**src/rtl/digit_serial_adder.sv**
```systemverilog
// rtl/digit_serial_adder.sv - multi-cycle digit-serial adder/subtractor with start/busy/done handshake
//
// Adds or subtracts two WIDTH-bit operands DIGIT bits per clock, LSB digit first.
// One operation takes N = WIDTH/DIGIT RUN cycles followed by a single DONE cycle.
// A new operation may start from IDLE or from the DONE cycle.
//
// Ports:
//   clk    in   rising-edge clock
//   rst    in   synchronous active-high reset
//   start  in   operation request, sampled while busy=0
//   sub    in   0: S = A + B + C_in, 1: S = A - B - C_in
//   A, B   in   WIDTH-bit operands, sampled with start
//   C_in   in   carry-in (add) / borrow-in (sub), sampled with start
//   busy   out  high while digits are being processed
//   done   out  one-cycle pulse, result valid
//   S      out  WIDTH-bit registered result
//   C_out  out  carry-out; in sub mode 1 means no borrow
//   V      out  two's-complement overflow

module digit_serial_adder #(
  parameter int WIDTH = 8,
  parameter int DIGIT = 2
) (
  input  logic             clk,
  input  logic             rst,
  input  logic             start,
  input  logic             sub,
  input  logic [WIDTH-1:0] A,
  input  logic [WIDTH-1:0] B,
  input  logic             C_in,
  output logic             busy,
  output logic             done,
  output logic [WIDTH-1:0] S,
  output logic             C_out,
  output logic             V
);

  localparam int N  = WIDTH / DIGIT;
  localparam int CW = (N > 1) ? $clog2(N) : 1;
  localparam logic [CW-1:0] CNT_LAST = CW'(N - 1);

  if ((WIDTH % DIGIT) != 0) begin : g_width_check
    $error("digit_serial_adder: WIDTH must be a multiple of DIGIT");
  end

  typedef enum logic [1:0] {
    IDLE = 2'd0,
    RUN  = 2'd1,
    DONE = 2'd2
  } state_t;

  state_t state;
  state_t state_next;

  logic [WIDTH-1:0] op_a;
  logic [WIDTH-1:0] op_b;
  logic [WIDTH-1:0] acc;
  logic             carry;
  logic [CW-1:0]    cnt;

  logic             load;
  logic             step;
  logic             last;
  logic [DIGIT:0]   digit_sum;
  logic [WIDTH-1:0] acc_next;
  logic             c_msb;

  // Subtraction is A + ~B + ~C_in, so inverting at load time lets the
  // datapath be a plain adder for both modes.
  always_comb begin
    digit_sum = {1'b0, op_a[DIGIT-1:0]} + {1'b0, op_b[DIGIT-1:0]}
              + {{DIGIT{1'b0}}, carry};
    // New digit enters at the top; the oldest digit falls off the bottom.
    acc_next  = WIDTH'({digit_sum[DIGIT-1:0], acc} >> DIGIT);
    // Carry into the top bit of the digit, recovered from a ^ b ^ sum there.
    c_msb     = op_a[DIGIT-1] ^ op_b[DIGIT-1] ^ digit_sum[DIGIT-1];
  end

  always_ff @(posedge clk) begin
    if (rst) begin
      state <= IDLE;
    end else begin
      state <= state_next;
    end
  end

  always_comb begin
    state_next = state;
    load       = 1'b0;
    step       = 1'b0;
    last       = 1'b0;
    case (state)
      IDLE: begin
        if (start) begin
          load       = 1'b1;
          state_next = RUN;
        end
      end
      RUN: begin
        step = 1'b1;
        if (cnt == CNT_LAST) begin
          last       = 1'b1;
          state_next = DONE;
        end
      end
      DONE: begin
        if (start) begin
          load       = 1'b1;
          state_next = RUN;
        end else begin
          state_next = IDLE;
        end
      end
      default: state_next = IDLE;
    endcase
  end

  always_ff @(posedge clk) begin
    if (rst) begin
      op_a  <= '0;
      op_b  <= '0;
      acc   <= '0;
      carry <= 1'b0;
      cnt   <= '0;
      S     <= '0;
      C_out <= 1'b0;
      V     <= 1'b0;
    end else if (load) begin
      op_a  <= A;
      op_b  <= sub ? ~B : B;
      carry <= sub ? ~C_in : C_in;
      cnt   <= '0;
    end else if (step) begin
      op_a  <= op_a >> DIGIT;
      op_b  <= op_b >> DIGIT;
      acc   <= acc_next;
      carry <= digit_sum[DIGIT];
      cnt   <= cnt + CW'(1);
      if (last) begin
        S     <= acc_next;
        C_out <= digit_sum[DIGIT];
        V     <= digit_sum[DIGIT] ^ c_msb;
      end
    end
  end

  assign busy = (state == RUN);
  assign done = (state == DONE);

endmodule

```
**config.mk**
```make
export PLATFORM = sky130hd
export DESIGN_NAME = digit_serial_adder
export DESIGN_NICKNAME = d
export VERILOG_FILES = /design/src/rtl/digit_serial_adder.sv
export SDC_FILE = /design/constraint.sdc
export NUM_CORES = 1
export LEC_CHECK = 0
export CAP_MARGIN = 20
export CORE_ASPECT_RATIO = 1.5
export CORE_MARGIN = 4
export CORE_UTILIZATION = 40
export CTS_BUF_LIST = sky130_fd_sc_hd__clkbuf_4 sky130_fd_sc_hd__clkbuf_8
export DETAILED_ROUTE_END_ITERATION = 7
export SLEW_MARGIN = 40
export SYNTH_ARGS = -nofsm -noshare
export SYNTH_HDL_FRONTEND = slang
export SYNTH_SLANG_ARGS = --single-unit
```
**constraint.sdc**
```tcl
create_clock -name clk -period 3.74 [get_ports clk]
set_input_delay 0.748 -clock clk [delete_from_list [all_inputs] [get_ports clk]]
set_output_delay 0.748 -clock clk [all_outputs]
set_load 0.1 [all_outputs]
```
==> key figures, run 1 <==
Run
  • Max-cap violation count: 0

Clocking
  • Worst-Skew Late Latency: 290 ps
  • Clock Tree Root: clkbuf_8
  • CTS tree: yes
  • Inserted Clock Buffers: 5
  • H-tree depth: 2
  • Max Buffers Root-to-Sink: 2
  • CTS Sinks: 37
  • Hold_buf cts: 0
  • Clock transition at the registers of the reported paths: 70 ps
  • Post-cts resize count: 0
  • Setup Fix Bufs, Post-CTS: 0

Setup path
  • Worst r2r dst: V$_SDFFE_PP0P_
  • Required @ worst endpoint: 2990 ps
  • Reg-to-reg startpoint: op_a[0]$_SDFFE_PP0P_
  • Critical Path End: busy
  • Crit path from: state[0]$_SDFFE_PP0P_
  • Critical-path maximum fanout: 24
  • Crit Path Category: reg -> out
  • Endpoint type of the worst setup path: output port
  • Critical path arrival: 1870 ps
  • Reg2Reg Setup Slack: 1700 ps
  • Cells on worst reg2reg path: 6
  • Crit path launch type: register

Power and ir drop
  • Clock network fraction of total power: 35.2%
  • Peak VDD IR: 0.256 mV
  • Power Internal: 640 uW
  • Static Leak: 0.000739 uW
  • Power Density: 440 nW/um2
  • Total Power: 860 uW
  • Sw power: 220 uW
  • Comb pwr share: 15.2%
  • Seq pwr share: 49.6%
  • Switch share: 25.6%

Floorplanning
  • I/O pin count: 33
  • Die Y: 85.9 um
  • Core ar.: 3920 um2
  • Row count: 28
  • Die width: 59.9 um
  • DIE AREA: 5150 um2
  • Initial core utilization: 41.3%

STA
  • Final Critical Period: 2620 ps
  • Top achievable clock speed: 382 MHz
  • RSZ-0062 raised after global routing: false
  • Final setup fails: 0
  • Skew final: 3.23 ps
  • Hold slack: 453 ps
  • Max-slew headroom at the worst pin: 54.3%
  • Max-slew violations: 0
  • Crit share post-route: 70.0%
  • Sum Neg Setup Slack: 0 ps
  • Worst-margin pin slew: 685 ps
  • Worst Slack Setup Final: 1120 ps
  • Fin. Hold Viols: 0

Finish
  • Layout cell share with drive strength beyond 1: 14.1%
  • Storage cell area: 741 um2
  • Net count, final: 229
  • Fillers: 403
  • Layout Cells excl Fill: 250
  • Antenna diodes: 0
  • Synthesis-to-layout area growth: 20.7%
  • Area of the multi-input gates: 756 um2

Global route
  • Grt ovf: 0
  • Initial antenna violation count: 0
  • Gr usage total: 13.9%
  • Pin count of the biggest net entering global routing: 25
  • First-pass GRT wire length: 5500 um
  • Vias in the first global route: 1320

Placed design
  • Setup Slack @ Placement: 1420 ps
  • RD Place Congestion: 0.717
  • DP HPWL: 2360 um
  • Placed Cells: 242
  • IO buf count: 32

Synthesis
  • Yosys cell types: 35
  • Netlist Area Pre-Place: 1620 um2
  • Ys async rst share: 0%
  • Most used DFF post-synth: dfxtp_1
  • Post-synth EDFFs: 0
  • Post-synthesis net count: 202
  • Post-synthesis register bit count: 37
  • Top cells by area, synth: dfxtp_1 (46%), nand2_1 (6.0%), a21oi_1 (5.9%)
  • Mapped Cells: 177
  • Synth cell count leaders: dfxtp_1 (37), nand2_1 (26), a21oi_1 (19)
  • Most common cell in the netlist: dfxtp_1
  • Yosys top cell area share: 45.7%
  • Register area share after synthesis: 45.7%
  • Yosys Warn Count: 0
  • Leading area contributor after synthesis: dfxtp_1
  • Synth Area per Inst: 9.15 um2

Detailed routing
  • 1st-pass router iterations: 4
  • WL per Instance: 13.0 um
  • Initial DRC Count: 19
  • Remaining routing DRC violations: 0
  • Via count: 1291
  • Vias/cell: 5.16
  • Routed WL: 3250 um
  • ANT nets after route: 0

Status
  • Status: finished, final reports clean

Hold path
  • Hold Path Class: reg -> reg
[worst max-delay path, stage by stage (launching register included)]
cell      delay (ps)
dfxtp_1          440
nand2b_2         320
inv_2            440
buf_4            370
[power by group through the flow]
stage	combinational [uW]	sequential [uW]	clock, uW
detailed placement	132	436	0
floorplan	102	433	0
global route	147	429	332
global placement	131	435	0
CTS	132	427	312
finish	131	427	303
[per-layer routing]
metal	track usage [%]	wire length, um	share of wire [%]	vias up
met1	15.5	1320	41	587
met5	0	0	0	-
met3	4.07	230	7.1	8
met2	23.4	1630	50	37
li1	-	-	-	659
met4	6.85	65	2.0	0
[final cells by class]
cell class	instances	area share, %
Sequential cell	37	37.9
Multi-Input combinational cell	120	38.7
Timing Repair Buffer	34	14.2
Inverter	6	1.15
Tap cell	45	2.88
Clock buffer	7	4.93
Clock inverter	1	0.256
[metrics by stage]
| step | utilization, % | cell area [um2] |
|---|---|---|
| 5_1_grt | 49.8 | 1950 |
| 2_1_floorplan | - | 1620 |
| 4_1_cts | 49.8 | 1950 |
| 6_report | 49.8 | 1950 |
| 3_3_place_gp | 48.6 | 1910 |
| 3_5_place_dp | 47.2 | 1850 |
[cell families (layout without fill, tap and decap cells)]
family | Yosys count | count (layout) | share of synthesized area, %
flip-flops | 37 | 37 | 45.7
AO/OA/AOI/OAI | 41 | 41 | 17.2
AND/OR/NAND/NOR | 61 | 61 | 17.7
XOR/XNOR | 11 | 11 | 5.95
buffers and inverters | 20 | 48 | 7.57
multiplexers | 3 | 3 | 1.85
adder cells (fa/ha/maj) | 4 | 4 | 4.02
[how the worst min path moves through the flow]
stage	from	to	slack [ps]	cells past startpoint
finish	S[2]$_SDFFE_PP0P_	S[2]$_SDFFE_PP0P_	450	2
global route	acc[2]$_SDFFE_PP0P_	S[0]$_SDFFE_PP0P_	480	2
CTS	S[2]$_SDFFE_PP0P_	S[2]$_SDFFE_PP0P_	450	2
detailed placement	S[2]$_SDFFE_PP0P_	S[2]$_SDFFE_PP0P_	440	2
global placement	acc[2]$_SDFFE_PP0P_	S[0]$_SDFFE_PP0P_	440	2
floorplan	acc[2]$_SDFFE_PP0P_	S[0]$_SDFFE_PP0P_	430	2
[cell usage in the layout (no fill, tap or decap), types with 2 or more instances in the layout]
cell type,n
dfxtp_1,37
nand2_1,26
clkdlybuf4s50_1,20
a21oi_1,19
buf_2,11
nor2_1,10
nand3_1,9
xor2_1,9
a22oi_1,7
nor3_1,7
clkbuf_8,7
inv_1,5
a211oi_2,3
mux2i_1,3
a311oi_1,3
o22ai_1,3
buf_4,3
nor2b_1,2
a211oi_1,2
xnor2_1,2
fa_1,2
ha_1,2
[flip-flops by register name, indices dropped and copies added, names as in the netlist]
| signal | count |
|---|---|
| S | 8 |
| op_a | 8 |
| op_b | 8 |
| acc | 6 |
| cnt | 2 |
| state | 2 |
| C_out | 1 |
| V | 1 |
| carry | 1 |
Power figures use the tool's default switching activity.
==> inputs of run 2 (changes only) <==
Settings changed: PLACE_DENSITY set to 0.67.
Clock period 3.74 ns to 2.4 ns, I/O delays scaled along.
==> key figures, run 2 (synthesized netlist as in run 1, its figures left out) <==
Detailed routing
  • WL met1: 1340 um (+0.98%)
  • Remaining routing DRC violations: 0 (unchanged)
  • WL per Instance: 12.3 um (-5.2%)
  • Vias/cell: 5.12 (-0.81%)
  • Routed WL: 3130 um (-3.7%)
  • Initial DRC Count: 20 (+1)
  • Top sig layer: met4
  • Met3 wire len: 153 um (-33%)
  • 1st-pass router iterations: 4 (unchanged)
  • Met2 wire length: 1580 um (-3.1%)
  • Via count: 1301 (+0.77%)
  • ANT nets after route: 0 (unchanged)

Placed design
  • RD Place Congestion: 0.733 (+2.1%)
  • DP HPWL: 2210 um (-6.3%)
  • IO buf count: 32 (unchanged)
  • Area post-placement: 1920 um2 (+3.8%)

Clocking
  • Max Buffers Root-to-Sink: 2 (unchanged)
  • CTS Sinks: 37 (unchanged)
  • CTS tree: yes
  • Setup Fix Bufs, Post-CTS: 0 (unchanged)
  • H-tree depth: 2 (unchanged)
  • Post-cts resize count: 0 (unchanged)
  • Clock Tree Root: clkbuf_8
  • Inserted Clock Buffers: 5 (unchanged)
  • Clock transition at the registers of the reported paths: 80 ps (about the same)
  • Worst-Skew Late Latency: 290 ps (about the same)
  • Hold_buf cts: 0 (unchanged)

Finish
  • Synthesis-to-layout area growth: 27.0%
  • Most common cell after layout, fill and taps aside: dfxtp_1
  • Antenna diodes: 0 (unchanged)
  • Final core occ: 52.4% (+2.6 points)
  • Layout cell share with drive strength beyond 1: 15.8% (+1.6 points)
  • Net count, final: 233 (+1.7%)
  • Largest registers: S: 8 flops, op_a: 8 flops, op_b: 8 flops
  • Design area: 2060 um2 (+5.2%)
  • Most frequent cells in the layout: dfxtp_1 (37), nand2_1 (26), clkdlybuf4s50_1 (20)
  • Fillers: 370 (-8.2%)

Setup path
  • Critical-path maximum fanout: 3 (-88%)
  • Crit Path Category: reg -> reg
  • Reg2Reg Setup Slack: 350 ps (-1350 ps)
  • Critical path arrival: 2230 ps (+360 ps)
  • Required @ worst endpoint: 2580 ps (-410 ps)
  • Crit path launch type: register
  • Endpoint type of the worst setup path: register

STA
  • Skew final: 8.48 ps (+5.25 ps)
  • Sum Neg Setup Slack: 0 ps (unchanged)
  • Final Critical Period: 2050 ps
  • Max-slew violations: 0 (unchanged)
  • Hold slack: 457 ps (+3.60 ps)
  • Crit share post-route: 85.4%
  • Fin. Hold Viols: 0 (unchanged)
  • Worst-margin pin slew: 506 ps (-180 ps)
  • Final setup fails: 0 (unchanged)
  • Top achievable clock speed: 488 MHz
  • Max-slew headroom at the worst pin: 66.3% (+12 points)
  • RSZ-0062 raised after global routing: false

Floorplanning
  • Row count: 28 (unchanged)
  • Core ar.: 3920 um2 (unchanged)
  • Die width: 59.9 um (unchanged)
  • Die Y: 85.9 um (unchanged)
  • I/O pin count: 33 (unchanged)
  • Initial core utilization: 41.3% (unchanged)
  • DIE AREA: 5150 um2 (unchanged)

Global route
  • Initial antenna violation count: 0 (unchanged)
  • First-pass GRT wire length: 5600 um (+1.7%)
  • Gr usage total: 13.8% (-0.099 points)
  • Pin count of the biggest net entering global routing: 24 (-4.0%)
  • Vias in the first global route: 1296 (-1.8%)
  • Grt ovf: 0 (unchanged)

Run
  • Max-cap violation count: 0 (unchanged)

Status
  • Status: finished, final reports clean

Power and ir drop
  • Static Leak: 0.000774 uW (+4.7%)
  • Power Density: 737 nW/um2 (+67%)
  • Peak VDD IR: 0.437 mV (+71%)
  • Total Power: 1520 uW (+76%)

Hold path
  • Hold Path Class: reg -> reg
-- run 2: cell types whose count changed in the layout (fill, tap and decap cells not counted), sizes merged --
cell    delta
buf        +4
clkbuf     -2
bufinv     +2
-- run 2: metal layers --
layer / up-vias / track usage, %
met5: - / 0
met4: 0 / 6.05
met3: 6 / 4.07
met2: 32 / 23.0
met1: 596 / 15.9
li1: 667 / -
-- run 2: final cells by class --
class / instances / area [um2] / area share, %
repair buffers: 38 / 348 / 16.9
inverters: 6 / 22.5 / 1.09
clock buffers: 5 / 68.8 / 3.35
flip-flops and latches: 37 / 741 / 36.0
clock inverters: 3 / 65.1 / 3.16
multi-input cells: 120 / 756 / 36.7
well taps: 45 / 56.3 / 2.74
-- run 2: final timing paths --
kind	from	cells past startpoint	end
min	acc[3]$_SDFFE_PP0P_	2	S[1]$_SDFFE_PP0P_
min reg2reg	acc[3]$_SDFFE_PP0P_	2	S[1]$_SDFFE_PP0P_
max	op_a[0]$_SDFFE_PP0P_	6	V$_SDFFE_PP0P_
max reg2reg	op_a[0]$_SDFFE_PP0P_	6	V$_SDFFE_PP0P_
-- run 2: where the power goes --
| part | switching [uW] | total (uW) | internal [uW] |
|---|---|---|---|
| Clock | 222 | 635 | 413 |
| Combinational | 115 | 216 | 101 |
| Sequential | 18.6 | 664 | 646 |
-- run 2: through the flow --
step / worst slack (ps) / std cells
6_report: 351 / 254
3_5_place_dp: 379 / 246
5_1_grt: 188 / 254
4_1_cts: 356 / 254
2_1_floorplan: 231 / 177
3_3_place_gp: 441 / 246
-- run 2: worst max-delay path, stage by stage, from the launching register on --
cell and delay [ps]:
dfxtp_1 330, inv_1 60, fa_1 440, fa_1 580, xor2_1 190, nor2_1 60, o41ai_1 290
